### config.mk
export PLATFORM = sky130hd
export DESIGN_NAME = seq_divider_unit
export DESIGN_NICKNAME = d
export VERILOG_FILES = /design/src/rtl/seq_divider_unit_pkg.sv /design/src/rtl/seq_divider_unit_div_step.sv /design/src/rtl/seq_divider_unit.sv
export SDC_FILE = /design/constraint.sdc
export NUM_CORES = 1
export LEC_CHECK = 0
export ABC_AREA = 0
export CAP_MARGIN = 20
export CORE_MARGIN = 2
export CORE_UTILIZATION = 45
export CTS_BUF_LIST = sky130_fd_sc_hd__clkbuf_8
export DETAILED_ROUTE_END_ITERATION = 7
export HOLD_SLACK_MARGIN = 0.06
export PLACE_DENSITY_LB_ADDON = 0.3
export SETUP_SLACK_MARGIN = 0.3
export SLEW_MARGIN = 20
export SYNTH_ARGS = -nofsm -noshare
export SYNTH_HDL_FRONTEND = slang
export SYNTH_HIERARCHICAL = 1
export SYNTH_SLANG_ARGS = --single-unit
export TNS_END_PERCENT = 30
### constraint.sdc
create_clock -name clk -period 2.5 [get_ports clk]
set_input_delay 0.5 -clock clk [delete_from_list [all_inputs] [get_ports clk]]
set_output_delay 0.5 -clock clk [all_outputs]
set_load 0.005 [all_outputs]
### src/rtl/seq_divider_unit_pkg.sv
// Shared definitions for the sequential restoring divider: default operand widths
// and the controller state encoding.
package seq_divider_unit_pkg;

    localparam int DIVIDEND_W_DEF = 8;
    localparam int DIVISOR_W_DEF  = 4;

    typedef enum logic [1:0] {
        IDLE = 2'd0,
        RUN  = 2'd1,
        DONE = 2'd2
    } div_state_e;

endpackage : seq_divider_unit_pkg

### src/rtl/seq_divider_unit_div_step.sv
// One restoring-division iteration: shift the next dividend bit into the partial
// remainder, trial-subtract the divisor, and keep the difference when it does not borrow.
module seq_divider_unit_div_step
    import seq_divider_unit_pkg::*;
#(
    parameter int DIVISOR_W = DIVISOR_W_DEF
) (
    input  logic [DIVISOR_W:0]   prem_i,
    input  logic                 bit_i,
    input  logic [DIVISOR_W-1:0] divisor_i,
    output logic [DIVISOR_W:0]   prem_o,
    output logic                 qbit_o
);

    logic [DIVISOR_W:0] shifted;
    logic               no_borrow;

    // A set top bit in prem_i means the shifted value already exceeds any divisor,
    // so the compare only needs DIVISOR_W+1 bits.
    assign shifted   = {prem_i[DIVISOR_W-1:0], bit_i};
    assign no_borrow = prem_i[DIVISOR_W] | (shifted >= {1'b0, divisor_i});
    assign prem_o    = no_borrow ? (shifted - {1'b0, divisor_i}) : shifted;
    assign qbit_o    = no_borrow;

endmodule : seq_divider_unit_div_step

### src/rtl/seq_divider_unit.sv
// Sequential unsigned divider: accepts operands in IDLE, resolves one quotient bit
// per cycle in RUN, and holds the result in DONE until the consumer takes it.
module seq_divider_unit
    import seq_divider_unit_pkg::*;
#(
    parameter int DIVIDEND_W = DIVIDEND_W_DEF,
    parameter int DIVISOR_W  = DIVISOR_W_DEF
) (
    input  logic                  clk,
    input  logic                  rst_n,
    input  logic                  in_valid,
    output logic                  in_ready,
    input  logic [DIVIDEND_W-1:0] dividend,
    input  logic [DIVISOR_W-1:0]  divisor,
    output logic                  out_valid,
    input  logic                  out_ready,
    output logic [DIVIDEND_W-1:0] quotient,
    output logic [DIVISOR_W-1:0]  remainder,
    output logic                  div_by_zero
);

    localparam int               CNT_W    = $clog2(DIVIDEND_W + 1);
    localparam logic [CNT_W-1:0] LAST_CNT = CNT_W'(DIVIDEND_W - 1);

    div_state_e            state_q, state_d;
    logic [DIVIDEND_W-1:0] acc_q,   acc_d;   // dividend shifts out the top, quotient shifts in below
    logic [DIVISOR_W-1:0]  dsr_q,   dsr_d;
    logic [DIVISOR_W:0]    prem_q,  prem_d;
    logic [CNT_W-1:0]      cnt_q,   cnt_d;
    logic [DIVIDEND_W-1:0] quot_q,  quot_d;
    logic [DIVISOR_W-1:0]  rem_q,   rem_d;
    logic                  dbz_q,   dbz_d;

    logic [DIVISOR_W:0]    step_prem;
    logic                  step_qbit;
    logic [DIVIDEND_W-1:0] acc_shift;

    seq_divider_unit_div_step #(
        .DIVISOR_W (DIVISOR_W)
    ) div_step (
        .prem_i    (prem_q),
        .bit_i     (acc_q[DIVIDEND_W-1]),
        .divisor_i (dsr_q),
        .prem_o    (step_prem),
        .qbit_o    (step_qbit)
    );

    assign acc_shift = {acc_q[DIVIDEND_W-2:0], step_qbit};

    // NOTE: every _d gets its hold value first, so no path through the case can infer a latch.
    always_comb begin
        state_d = state_q;
        acc_d   = acc_q;
        dsr_d   = dsr_q;
        prem_d  = prem_q;
        cnt_d   = cnt_q;
        quot_d  = quot_q;
        rem_d   = rem_q;
        dbz_d   = dbz_q;

        case (state_q)
            IDLE: begin
                if (in_valid) begin
                    acc_d  = dividend;
                    dsr_d  = divisor;
                    prem_d = '0;
                    cnt_d  = '0;
                    if (divisor == '0) begin
                        state_d = DONE;
                        quot_d  = '1;
                        rem_d   = '0;
                        dbz_d   = 1'b1;
                    end else begin
                        state_d = RUN;
                        dbz_d   = 1'b0;
                    end
                end
            end
            RUN: begin
                acc_d  = acc_shift;
                prem_d = step_prem;
                cnt_d  = cnt_q + CNT_W'(1);
                if (cnt_q == LAST_CNT) begin
                    state_d = DONE;
                    quot_d  = acc_shift;
                    rem_d   = step_prem[DIVISOR_W-1:0];
                end
            end
            DONE: begin
                if (out_ready) state_d = IDLE;
            end
            default: state_d = IDLE;
        endcase
    end

    // NOTE: sequential state uses non-blocking assignments so all registers update together.
    always_ff @(posedge clk) begin
        if (!rst_n) begin
            state_q <= IDLE;
            acc_q   <= '0;
            dsr_q   <= '0;
            prem_q  <= '0;
            cnt_q   <= '0;
            quot_q  <= '0;
            rem_q   <= '0;
            dbz_q   <= 1'b0;
        end else begin
            state_q <= state_d;
            acc_q   <= acc_d;
            dsr_q   <= dsr_d;
            prem_q  <= prem_d;
            cnt_q   <= cnt_d;
            quot_q  <= quot_d;
            rem_q   <= rem_d;
            dbz_q   <= dbz_d;
        end
    end

    assign in_ready    = (state_q == IDLE);
    assign out_valid   = (state_q == DONE);
    assign quotient    = quot_q;
    assign remainder   = rem_q;
    assign div_by_zero = dbz_q;

endmodule : seq_divider_unit

Word level (Yosys, flattened, before mapping)
Cells that the tools add are included.
- add/sub/neg operators: 2
- $mul: 0
- div/mod/pow operators: 0
- order comparisons: 1
- equality and inequality tests: 7
- shift-type cells: 0
- muxes and demuxes: 21
- bitwise operators: 1
- reduce and logical (&&, ||, !) cells: 7
- operator list (operator ; number):
    8-bit two-way mux ; 4
    8-bit case mux with 2 select lines ; 2
    4-bit two-way mux ; 4
    4-bit case mux with 2 select lines ; 2
    5-bit two-way mux ; 2
    5-bit case mux with 2 select lines ; 1
    2-bit two-way mux ; 4
    2-bit case mux with 3 select lines ; 1
    5-bit by 4-bit greater-or-equal comparator with 1-bit output ; 1
    5-bit by 4-bit subtractor with 5-bit output ; 1
    4-bit by 1-bit adder with 4-bit output (second input constant) ; 1
    4-bit by 3-bit equality test with 1-bit output (second input constant) ; 1
    4-bit logical NOT ; 1
    2-bit by 1-bit != test with 1-bit output (second input constant) ; 2
    2-bit != test (second input constant) ; 2
    2-bit AND reduction ; 2
    4-bit AND reduction ; 1
    3-bit AND reduction ; 1
    2-bit by 1-bit equality test with 1-bit output (second input constant) ; 1
    2-bit equality test (second input constant) ; 1
    2-bit logical NOT ; 1
    2-bit nonzero test ; 1
    1-bit two-way mux ; 1
    1-bit bitwise OR ; 1
- register bits after elaboration: 36
- bits in latches: 0
- bits in writable memories: 0
- memory bits (read-only): 0
- bits of input ports: 16
- output and inout port bits: 15
- word-level logic and storage cells: 47
- memories kept: 0

Longest topological paths before layout
Gate-level depths: netlist of run 1.
- word-level depth: 5
- depth in mapped cells: 9
- depth with buffers taken out: 9

By module
The synthesis of run 1 kept the hierarchy.
- modules (own cells, without submodules) (module ; times used ; cells an instance ; area each (sq um) ; sequential area each (sq um)):
    seq_divider_unit ; 1 ; 179 ; 1562.7 ; 720.7
    seq_divider_unit_div_step ; 1 ; 32 ; 260.2 ; 0.0

Worst setup path before layout of run 1
Ideal clock, no wire load.
- kind: reg-to-reg
- from: register dsr_q[2]
- to: register prem_q[2]
- library setup time: 0.128 ns
- arrival time: 1.897 ns
- data required time: 2.372 ns
- slack: 0.475 ns
- cell stages (with the launch flop): 9
- buffers on the path: 0
- period minus slack after synthesis: 2.025 ns
- cell sequence: dfxtp_1 -> inv_1 -> ha_1 -> a41o_1 -> or3_4 -> nor2_8 -> mux2_4 -> a22oi_1 -> nor2_1
- longest elaborated chain between the ends: 4
- elaborated cells between the ends (all ways): 5
- classes of those cells: add/sub: 1; order compare: 1; mux: 2; bitwise: 1
- RTL lines (what ; line ; source):
    start, declared ; seq_divider_unit.sv:27 ; logic [DIVISOR_W-1:0] dsr_q, dsr_d;
    start signal, assigned ; seq_divider_unit.sv:110 ; dsr_q <= dsr_d;
    5-bit by 4-bit greater-or-equal comparator with 1-bit output ; seq_divider_unit_div_step.sv:21 ; assign no_borrow = prem_i[DIVISOR_W] | (shifted >= {1'b0, divisor_i});
    1-bit bitwise OR ; seq_divider_unit_div_step.sv:21 ;
    5-bit two-way mux * ; seq_divider_unit_div_step.sv:22 ; assign prem_o = no_borrow ? (shifted - {1'b0, divisor_i}) : shifted;
    named net step_prem[2] ; seq_divider_unit.sv:34 ; logic [DIVISOR_W:0] step_prem;
    5-bit case mux with 2 select lines * ; seq_divider_unit.sv:61 ; case (state_q)
    end signal, assigned ; seq_divider_unit.sv:111 ; prem_q <= prem_d;
    end, declared ; seq_divider_unit.sv:28 ; logic [DIVISOR_W:0] prem_q, prem_d;
The timed path passes the listed nets; every way through them passes the cells marked *.
A chain may end at the register's enable or synchronous reset.

Worst setup path after layout of run 1
- from: register prem_q[2]
- to: register prem_q[2]
- longest elaborated chain between the ends: 4
- RTL lines (what ; line):
    5-bit by 4-bit greater-or-equal comparator with 1-bit output ; seq_divider_unit_div_step.sv:21
    1-bit bitwise OR ; seq_divider_unit_div_step.sv:21
    5-bit two-way mux ; seq_divider_unit_div_step.sv:22
    named net step_prem[2] ; seq_divider_unit.sv:34
    5-bit case mux with 2 select lines ; seq_divider_unit.sv:61
The timed path passes the listed nets, and every way through them passes these cells.

==> reports/metrics.cfg, run 1 <==
[sta]
rsz0062_at_grt = yes
finalWorstSetupSlack_ns = 0.346
tns_ns = 0
period_needed_ns = 2.15
fmax_mhz = 464
drv_slew = 0
fin_crit_sh = 0.861
tightest_slew_ns = 0.675
timing.final.hold_violations = 0
skew_ns = 0.00173
hold-worst-slack_ns = 0.454
setup_viol = 0
max_slew_margin = 0.550

[worst_setup_path]
criticalPathCategory = flop to flop
arrival_ns = 2.34
rr_worst_depth = 7
worst_path_max_delay_cell = or3_4
critPathMaxFanout = 4
critPathMaxStageDelay_ns = 0.37
cp_num_cells = 7
cp_data_required_time_ns = 2.69
cp.buffers_inverters = 0
start_kind = flop
cp-end-kind = flop
critPathTopFamily = simple AND/OR/NAND/NOR gates
crit_chain = ha_1 -> a41o_1 -> or3_4 -> nor2_8 -> mux2_4 -> a22oi_2 -> nor2_1

[power]
power_leakage_nw = 0.885
vdd_drop_max_mv = 0.375
power_density_nw_per_um2 = 637

[clocking]
clkTransAtPathRegs_ns = 0.07
numClockSinks = 36
root_buffer = clkbuf_8
cts_inserted_buffers = 5
clkLatencyLatePin_ns = 0.29
cts_tree = built
cts_buffer_depth = 2
htree_levels = 2

[floorplanning]
initial_utilization = 0.462
dieArea_sq_um = 4580
num_rows = 23
coreArea_sq_um = 3940
num_io_pins = 31
die_width_um = 67.7
die_h_um = 67.7

[synth]
synthTopCellsByArea = dfxtp_1, nand2_1, mux2i_1
synth_xor_area_frac = 0.00480
yosysTopAreaCellShare = 0.395
synth-edff-count = 0
seq_area_frac_synth = 0.395
yosysWarnings = 6
syn_area_per_cell_sq_um = 8.64
synth_async_sr_flop_share = 0
synth_ff_type = dfxtp_1
synthMuxAreaShare = 0.0631
synth-seq-cells = 36
synth_common_cells = nand2_1, dfxtp_1, nor2_1
yosys.area_share.simple = 0.224
synthAdderAreaFrac = 0.0453
netlist_instances = 211
netlist.top_cell.by_area = dfxtp_1
synth_nets = 233
synth_compound_gate_area_share = 0.197
synth_top_family_by_area = simple AND/OR/NAND/NOR gates
netlist_area_sq_um = 1820
yosysUniqueCellTypes = 45
synth.most_common_cell = nand2_1

[hold_path]
min_path_type = flop to flop
hold_path_depth = 2

[route]
drt-wirelength-per-cell_um = 13.2
finalWirelength_um = 3800
vias_per_cell = 5.41
drcViolationCount = 0
drtAntennaViolNets = 0
vias = 1557
drt_iter0_drc = 95
firstDrtPassIters = 7

[finish]
post-route-util = 0.569
area_growth_pct = 23.1
n_antenna_cell = 0
final_cell_count_no_fill = 288
final_nets = 259
drive_above_1_share = 0.0924

[global_routing]
grt_pass1_wl_um = 5930
grt_max_degree = 25
antenna_found_initial = 0
globalRouteOverflowTotal = 0
track_usage = 0.175
grt_pass1_vias = 1287

[placed_design]
dp_cells = 280
dp_hpwl_um = 2610
portBuffers = 30
dp_slack_ns = 0.345
place_congestion = 0.787

[outcome]
status = finished clean

[job]
maxCapViolations = 0

placed cells by master, fill, tap and decap left out, types with 2 or more instances in the layout:
master           Yosys  layout
ha_1                 5       4
dfxtp_1             36      36
clkbuf_8             0       5
o22ai_1              4       4
o21a_1               2       2
nor3_1               2       2
a21oi_1             10      10
o21ai_0             11      11
nor2b_1              2       2
a211oi_1             3       3
a311oi_1             7       7
a22oi_1              4       3
mux2i_1             10      10
a22oi_2              1       2
nand2b_1             3       3
nand3_1              3       3
clkdlybuf4s50_1      0      30
inv_1                7       8
nor2_1              17      17
buf_4                2       4
nand2_1             46      46
worst min-delay path, cell delays in order (launching register included):
cell,delay (ns)
dfxtp_1,0.31
nand2_1,0.05
a21oi_1,0.05
metal layers:
layer | vias to the layer above | routed length (um) | track usage
li1 | 785 | - | -
met1 | 726 | 1890 | 0.240
met2 | 37 | 1640 | 0.261
met3 | 9 | 176 | 0.0400
met4 | 0 | 92 | 0.0765
met5 | - | 0 | 0
what timing repair did:
action | in CTS | in global routing
hold buffers | 0 | 0
resized for setup | 0 | 2
setup buffers | 0 | 0
setup endpoints to repair | 0 | 2
layout make-up:
class                      instances  area (sq um)
clock buffer                       5          68.8
clock inverter                     3          38.8
fill                             381          1700
inverter                           8          30.0
multi-input combinational        152           992
sequential                        36           721
tap                               50          62.6
timing repair buffer              34           330
stage by stage:
stage               total power [mW]  area, sq um
floorplan                      0.861         1820
global placement               0.928         2120
detailed placement             0.931         2120
CTS                             1.43         2230
global route                    1.49         2240
finish                          1.43         2240
flip-flops by register name, indices dropped and copies added (netlist names):
name         cells
prem_q           5
state_q          2
acc_q            8
quotient         8
cnt_q            4
div_by_zero      1
remainder        4
dsr_q            4
where the power goes:
part	internal (mW)	switching, mW	leakage (nW)
combinational	0.140	0.156	0.532
clock	0.292	0.213	0.0593
sequential	0.603	0.0265	0.294
total	1.03	0.396	0.885
logic make-up after synthesis:
group	Yosys count
xor gates and xnor gates	1
muxes	11
adders and majority gates	6
AOI/OAI and AO/OA	50
and+or+nand+nor	84
DFF	36
buffers and inverters	23
final timing paths:
path                  start   endpoint  slack, ns
setup / recovery  prem_q[2]  prem_q[2]       0.35
hold / removal     dsr_q[3]   dsr_q[3]       0.45
setup reg to reg  prem_q[2]  prem_q[2]       0.35
hold reg to reg    dsr_q[3]   dsr_q[3]       0.45
Note: power is estimated with default switching activity, not from simulation.
==> inputs of run 2 (changes only) <==
Settings changed: HOLD_SLACK_MARGIN 0.06 to 0.15.
Clock period 2.5 ns to 2.6 ns, I/O delays scaled along.
==> run 2 against run 1 <==
Worst hold slack lost 0.0010 ns; worst setup slack gained 0.13 ns; via count shrank 3.4%; clock-buffer cell count grew 1; register-to-register slack gained 0.13 ns; final cell count is the same; sequential cell count is the same; power shrank 11%; critical path depth grew 1; critical path type unchanged.
==> reports/metrics.cfg, run 2 (synthesis gave the netlist of run 1 again) <==
[sta]
fin_crit_sh = 0.817  ; -0.0445
max_slew_margin = 0.552  ; +0.00269
fmax_mhz = 471  ; +1.4%
rsz0062_at_grt = no
timing.final.hold_violations = 0  ; unchanged
drv_slew = 0  ; unchanged
tns_ns = 0  ; unchanged
hold-worst-slack_ns = 0.453  ; -0.00105 ns
setup_viol = 0  ; unchanged
period_needed_ns = 2.12  ; -0.0296 ns
skew_ns = 0.00333  ; +0.00160 ns
tightest_slew_ns = 0.671  ; -0.00477 ns

[power]
power_leakage_nw = 0.879  ; -0.63%
p_switching_mw = 0.357  ; -9.8%
pwr-share-seq = 0.474  ; +0.034
vdd_drop_max_mv = 0.280  ; -25%
intPower_mw = 0.918  ; -11%
p_clk_frac = 0.310  ; -0.043
p_sw_frac = 0.280  ; +0.00318
power_density_nw_per_um2 = 577  ; -9.4%
share_comb_of_total_power = 0.216  ; +0.009

[worst_setup_path]
rr_worst_depth = 8  ; +1
critPathMaxFanout = 5  ; +1
cp-startpoint = dsr_q[2]
r2r-start = dsr_q[2]
cp_data_required_time_ns = 2.75  ; +0.06 ns
critical_path.endpoint = prem_q[2]
start_kind = flop
r2r-end = prem_q[2]
criticalPathCategory = flop to flop
arrival_ns = 2.27  ; -0.07 ns
cp-end-kind = flop
r2r_slack_ns = 0.48  ; +0.13 ns

[finish]
final_nets = 259  ; unchanged
drive_above_1_share = 0.0798  ; -0.0126
final_common_cell = nand2_1
area_growth_pct = 21.1
n_antenna_cell = 0  ; unchanged
final_cell_mix = nand2_1, dfxtp_1, clkdlybuf4s50_1, nor2_1, o21ai_0

[clocking]
cts_buffer_depth = 2  ; unchanged
root_buffer = clkbuf_8
cts_setup_buffers = 0  ; unchanged
clkLatencyLatePin_ns = 0.28  ; about the same
cts-resized-gates = 0  ; unchanged
clkTransAtPathRegs_ns = 0.07  ; about the same
cts_inserted_buffers = 5  ; unchanged
numClockSinks = 36  ; unchanged
ctsHoldBuffers = 0  ; unchanged
htree_levels = 2  ; unchanged
cts_tree = built

[route]
drt-wirelength-per-cell_um = 12.6  ; -4.3%
drtAntennaViolNets = 0  ; unchanged
vias_per_cell = 5.22  ; -3.4%
drt_iter0_drc = 90  ; -5.3%
vias = 1504  ; -3.4%
finalWirelength_um = 3640  ; -4.3%
firstDrtPassIters = 4  ; -3
drcViolationCount = 0  ; unchanged

[global_routing]
grt_pass1_vias = 1295  ; +0.62%
track_usage = 0.172  ; -0.00295
globalRouteOverflowTotal = 0  ; unchanged
grt_pass1_wl_um = 5950  ; +0.34%
antenna_found_initial = 0  ; unchanged
grt_max_degree = 25  ; unchanged

[placed_design]
portBuffers = 30  ; unchanged
dp_hpwl_um = 2670  ; +2.5%
place_congestion = 0.777  ; -1.3%

[floorplanning]
initial_utilization = 0.462  ; unchanged
coreArea_sq_um = 3940  ; unchanged
die_h_um = 67.7  ; unchanged
dieArea_sq_um = 4580  ; unchanged
num_io_pins = 31  ; unchanged
die_width_um = 67.7  ; unchanged
num_rows = 23  ; unchanged

[outcome]
status = finished clean

[hold_path]
min_path_type = flop to flop
min_from = dsr_q[2]

[job]
maxCapViolations = 0  ; unchanged

run 2: cell types whose count changed in the layout (fill, tap and decap cells not counted):
cell       previous run  this run
a22oi_1               3         4
a22oi_2               2         1
bufinv_16             1         0
clkbuf_8              5         6
clkinv_2              1         0
ha_1                  4         5
ha_4                  1         0
inv_1                 8         9
run 2: stage by stage:
| stage | worst slack (ns) | area, sq um | utilization | total power [mW] | instances |
|---|---|---|---|---|---|
| 6_report | 0.476 | 2210 | 0.560 | 1.27 | 288 |
| 4_1_cts | 0.469 | 2210 | 0.560 | 1.29 | 288 |
| 3_3_place_gp | 0.487 | 2120 | 0.537 | 0.890 | 280 |
| 2_1_floorplan | 0.575 | 1820 | - | 0.828 | 211 |
| 3_5_place_dp | 0.390 | 2120 | 0.537 | 0.894 | 280 |
| 5_1_grt | 0.372 | 2210 | 0.560 | 1.34 | 288 |
run 2: layout make-up:
class	count	area (sq um)
Inverter	8	30.0
Tap cell	50	62.6
Clock inverter	2	7.51
Multi-Input combinational cell	152	975
Sequential cell	36	721
Timing Repair Buffer	34	330
Clock buffer	6	82.6
Fill cell	374	1730
run 2: worst min-delay path by stage:
stage | endpoint | slack, ns | depth (start not counted)
floorplan | dsr_q[2] | 0.44 | 2
global placement | dsr_q[2] | 0.45 | 2
detailed placement | dsr_q[2] | 0.45 | 2
CTS | dsr_q[2] | 0.46 | 2
global route | quotient[2] | 0.49 | 2
finish | dsr_q[2] | 0.45 | 2
run 2: critical path, stage by stage (launching register included):
cell	delay, ns
dfxtp_1	0.33
inv_1	0.04
ha_1	0.33
a41o_1	0.27
or3_4	0.37
nor2_8	0.14
mux2_4	0.31
a22oi_1	0.15
nor2_1	0.05
run 2: power groups by stage:
stage	sequential (mW)	combinational [mW]	clock, mW
after CTS	0.605	0.278	0.406
after global routing	0.609	0.307	0.426
final	0.604	0.275	0.395
after global placement	0.617	0.273	0
after floorplan	0.607	0.221	0
after detailed placement	0.617	0.277	0
run 2: routing by layer:
layer / up-vias / track usage / part of all wire
met5: - / 0 / 0
met4: 0 / 0.0612 / 0.0099
met3: 4 / 0.0400 / 0.040
met2: 28 / 0.261 / 0.44
met1: 685 / 0.238 / 0.51
li1: 787 / - / -
==> inputs of run 3 (changes only) <==
Clock period 2.6 ns to 1.8 ns, I/O delays scaled along.
==> run 3 against run 2 <==
The run now ends with negative setup slack left; non-clock buffer count is 19 higher; final cell count grew 6.6%; fmax up 10%; sequential share of layout area is 3.4 points lower; critical path depth increased by 1; routed wire length increased by 15%; worst setup slack lost 0.61 ns; power up 61%; utilization rose by 8.7 points; critical endpoint is now prem_q[0]; largest power group unchanged.
==> reports/metrics.cfg, run 3 (synthesis gave the netlist of run 1 again) <==
[finish]
final_nets = 278  ; +7.3%
post-route-util = 0.647  ; +0.0866
final-seq-area_sq_um = 744  ; +3.3%
final_cell_area_sq_um = 2550  ; +15%
fillerInstances = 346  ; -7.5%
final_cell_count_no_fill = 307  ; +6.6%
area_growth_pct = 39.9
final_cell_mix = nand2_1, dfxtp_1, buf_4, clkdlybuf4s50_1, nor2_1
final_common_cell = nand2_1
n_antenna_cell = 0  ; unchanged
multi_input_area_sq_um = 1090  ; +11%
drive_above_1_share = 0.272  ; +0.193

[sta]
setup_viol = 10  ; +10
tns_ns = -0.777  ; -0.777 ns
max_slew_margin = 0.526  ; -0.0267
finalWorstSetupSlack_ns = -0.130  ; -0.606 ns
rsz0062_at_grt = yes
tightest_slew_ns = 0.711  ; +0.0408 ns
drv_slew = 0  ; unchanged
fin_crit_sh = 1.07  ; +0.255
timing.final.hold_violations = 0  ; unchanged
period_needed_ns = 1.93  ; -0.194 ns
fmax_mhz = 518  ; +10%
hold-worst-slack_ns = 0.456  ; +0.00262 ns
skew_ns = 0.00505  ; +0.00172 ns

[worst_setup_path]
worst_path_max_delay_cell = or3_4
start_kind = flop
cp.buffers_inverters = 2  ; +1
cp-end-kind = flop
critPathMaxFanout = 3  ; -2
critPathMaxStageDelay_ns = 0.37  ; about the same
crit_chain = inv_2 -> ha_4 -> a41o_1 -> or3_4 -> nor2_8 -> buf_6 -> mux2i_2 -> a22oi_1 -> nor2_1
rr_worst_depth = 9  ; +1
arrival_ns = 2.15  ; -0.12 ns
critPathTopFamily = simple AND/OR/NAND/NOR gates
cp_data_required_time_ns = 2.02  ; -0.73 ns
criticalPathCategory = flop to flop
cp_num_cells = 9  ; +1

[placed_design]
place_congestion = 0.786  ; +1.2%
dp_hpwl_um = 2840  ; +6.2%
placed_area_sq_um = 2320  ; +9.6%
dp_slack_ns = -0.214  ; -0.604 ns
dp_cells = 298  ; +6.4%
portBuffers = 30  ; unchanged

[global_routing]
antenna_found_initial = 0  ; unchanged
grt.met1_usage = 0.264  ; +0.0259
use_met3 = 0.0500  ; +0.0100
track_usage = 0.194  ; +0.0223
grt.busiest_layer = met2
grt_pass1_wl_um = 6600  ; +11%
globalRouteOverflowTotal = 0  ; unchanged
grt_max_degree = 25  ; unchanged
grt_pass1_vias = 1433  ; +11%
use_met2 = 0.293  ; +0.0319

[floorplanning]
initial_utilization = 0.462  ; unchanged
num_io_pins = 31  ; unchanged
dieArea_sq_um = 4580  ; unchanged
coreArea_sq_um = 3940  ; unchanged
die_width_um = 67.7  ; unchanged
num_rows = 23  ; unchanged
die_h_um = 67.7  ; unchanged

[route]
drt-wirelength-per-cell_um = 13.6  ; +7.6%
drcViolationCount = 0  ; unchanged
finalWirelength_um = 4170  ; +15%
vias_per_cell = 5.26  ; +0.67%
drt_iter0_drc = 93  ; +3.3%
vias = 1614  ; +7.3%
drtAntennaViolNets = 0  ; unchanged
firstDrtPassIters = 4  ; unchanged

[clocking]
cts_inserted_buffers = 5  ; unchanged
cts_buffer_depth = 2  ; unchanged
clkTransAtPathRegs_ns = 0.07  ; about the same
htree_levels = 2  ; unchanged
numClockSinks = 36  ; unchanged
clkLatencyLatePin_ns = 0.29  ; about the same
cts_tree = built
root_buffer = clkbuf_8

[hold_path]
min_path_type = flop to flop
hold_path_depth = 2  ; unchanged

[outcome]
status = finished, violations left
violations = negative setup slack

[power]
power_density_nw_per_um2 = 804  ; +39%
power_leakage_nw = 1.18  ; +34%
p_total_mw = 2.05  ; +61%
vdd_drop_max_mv = 0.540  ; +93%

[job]
maxCapViolations = 0  ; unchanged

-- run 3: changes by cell type in the layout (fill, tap and decap cells not counted), sizes merged --
cell,previous run,this run
dlygate4sd2,0,3
clkdlybuf4s50,30,17
dlymetal6s2s,0,10
inv,10,9
buf,4,23
clkinvlp,0,1
-- run 3: where the power goes --
part	switching (mW)	internal (mW)	leakage, nW
Combinational	0.275	0.298	0.829
Sequential	0.0404	0.839	0.300
Clock	0.293	0.305	0.0486
-- run 3: final cells by class --
class,instances,share of cell area
sequential,36,0.292
clock buffer,6,0.0324
timing repair buffer,53,0.208
clock inverter,2,0.00442
inverter,8,0.0128
tap,50,0.0245
multi-input combinational,152,0.426
-- run 3: metal layers --
metal  part of all wire  vias to the layer above
met1               0.48                      753
li1                   -                      821
met4              0.015                        0
met5                  0                        -
met3              0.043                        7
met2               0.46                       33
-- run 3: worst paths after layout --
kind,start,end,slack [ns]
max,dsr_q[3],prem_q[0],-0.13
min,quotient[3],quotient[3],0.46
max reg2reg,dsr_q[3],prem_q[0],-0.13
min reg2reg,quotient[3],quotient[3],0.46
-- run 3: what timing repair did --
| action | in CTS | in global routing |
|---|---|---|
| hold buffers | 0 | 0 |
| pin swaps | 15 | 7 |
| buffers inserted | 1 | 0 |
| resized for setup | 27 | 21 |
| endpoints found under the setup margin | 25 | 33 |
-- run 3: worst reg2reg max path, delay by kind of cell, from the launching register on --
family / cells / cell delay [ns]
simple gates: 3 / 0.60
flops: 1 / 0.34
compound gates: 2 / 0.33
mux: 1 / 0.23
fa+ha+maj: 1 / 0.20
buf+inv: 2 / 0.16
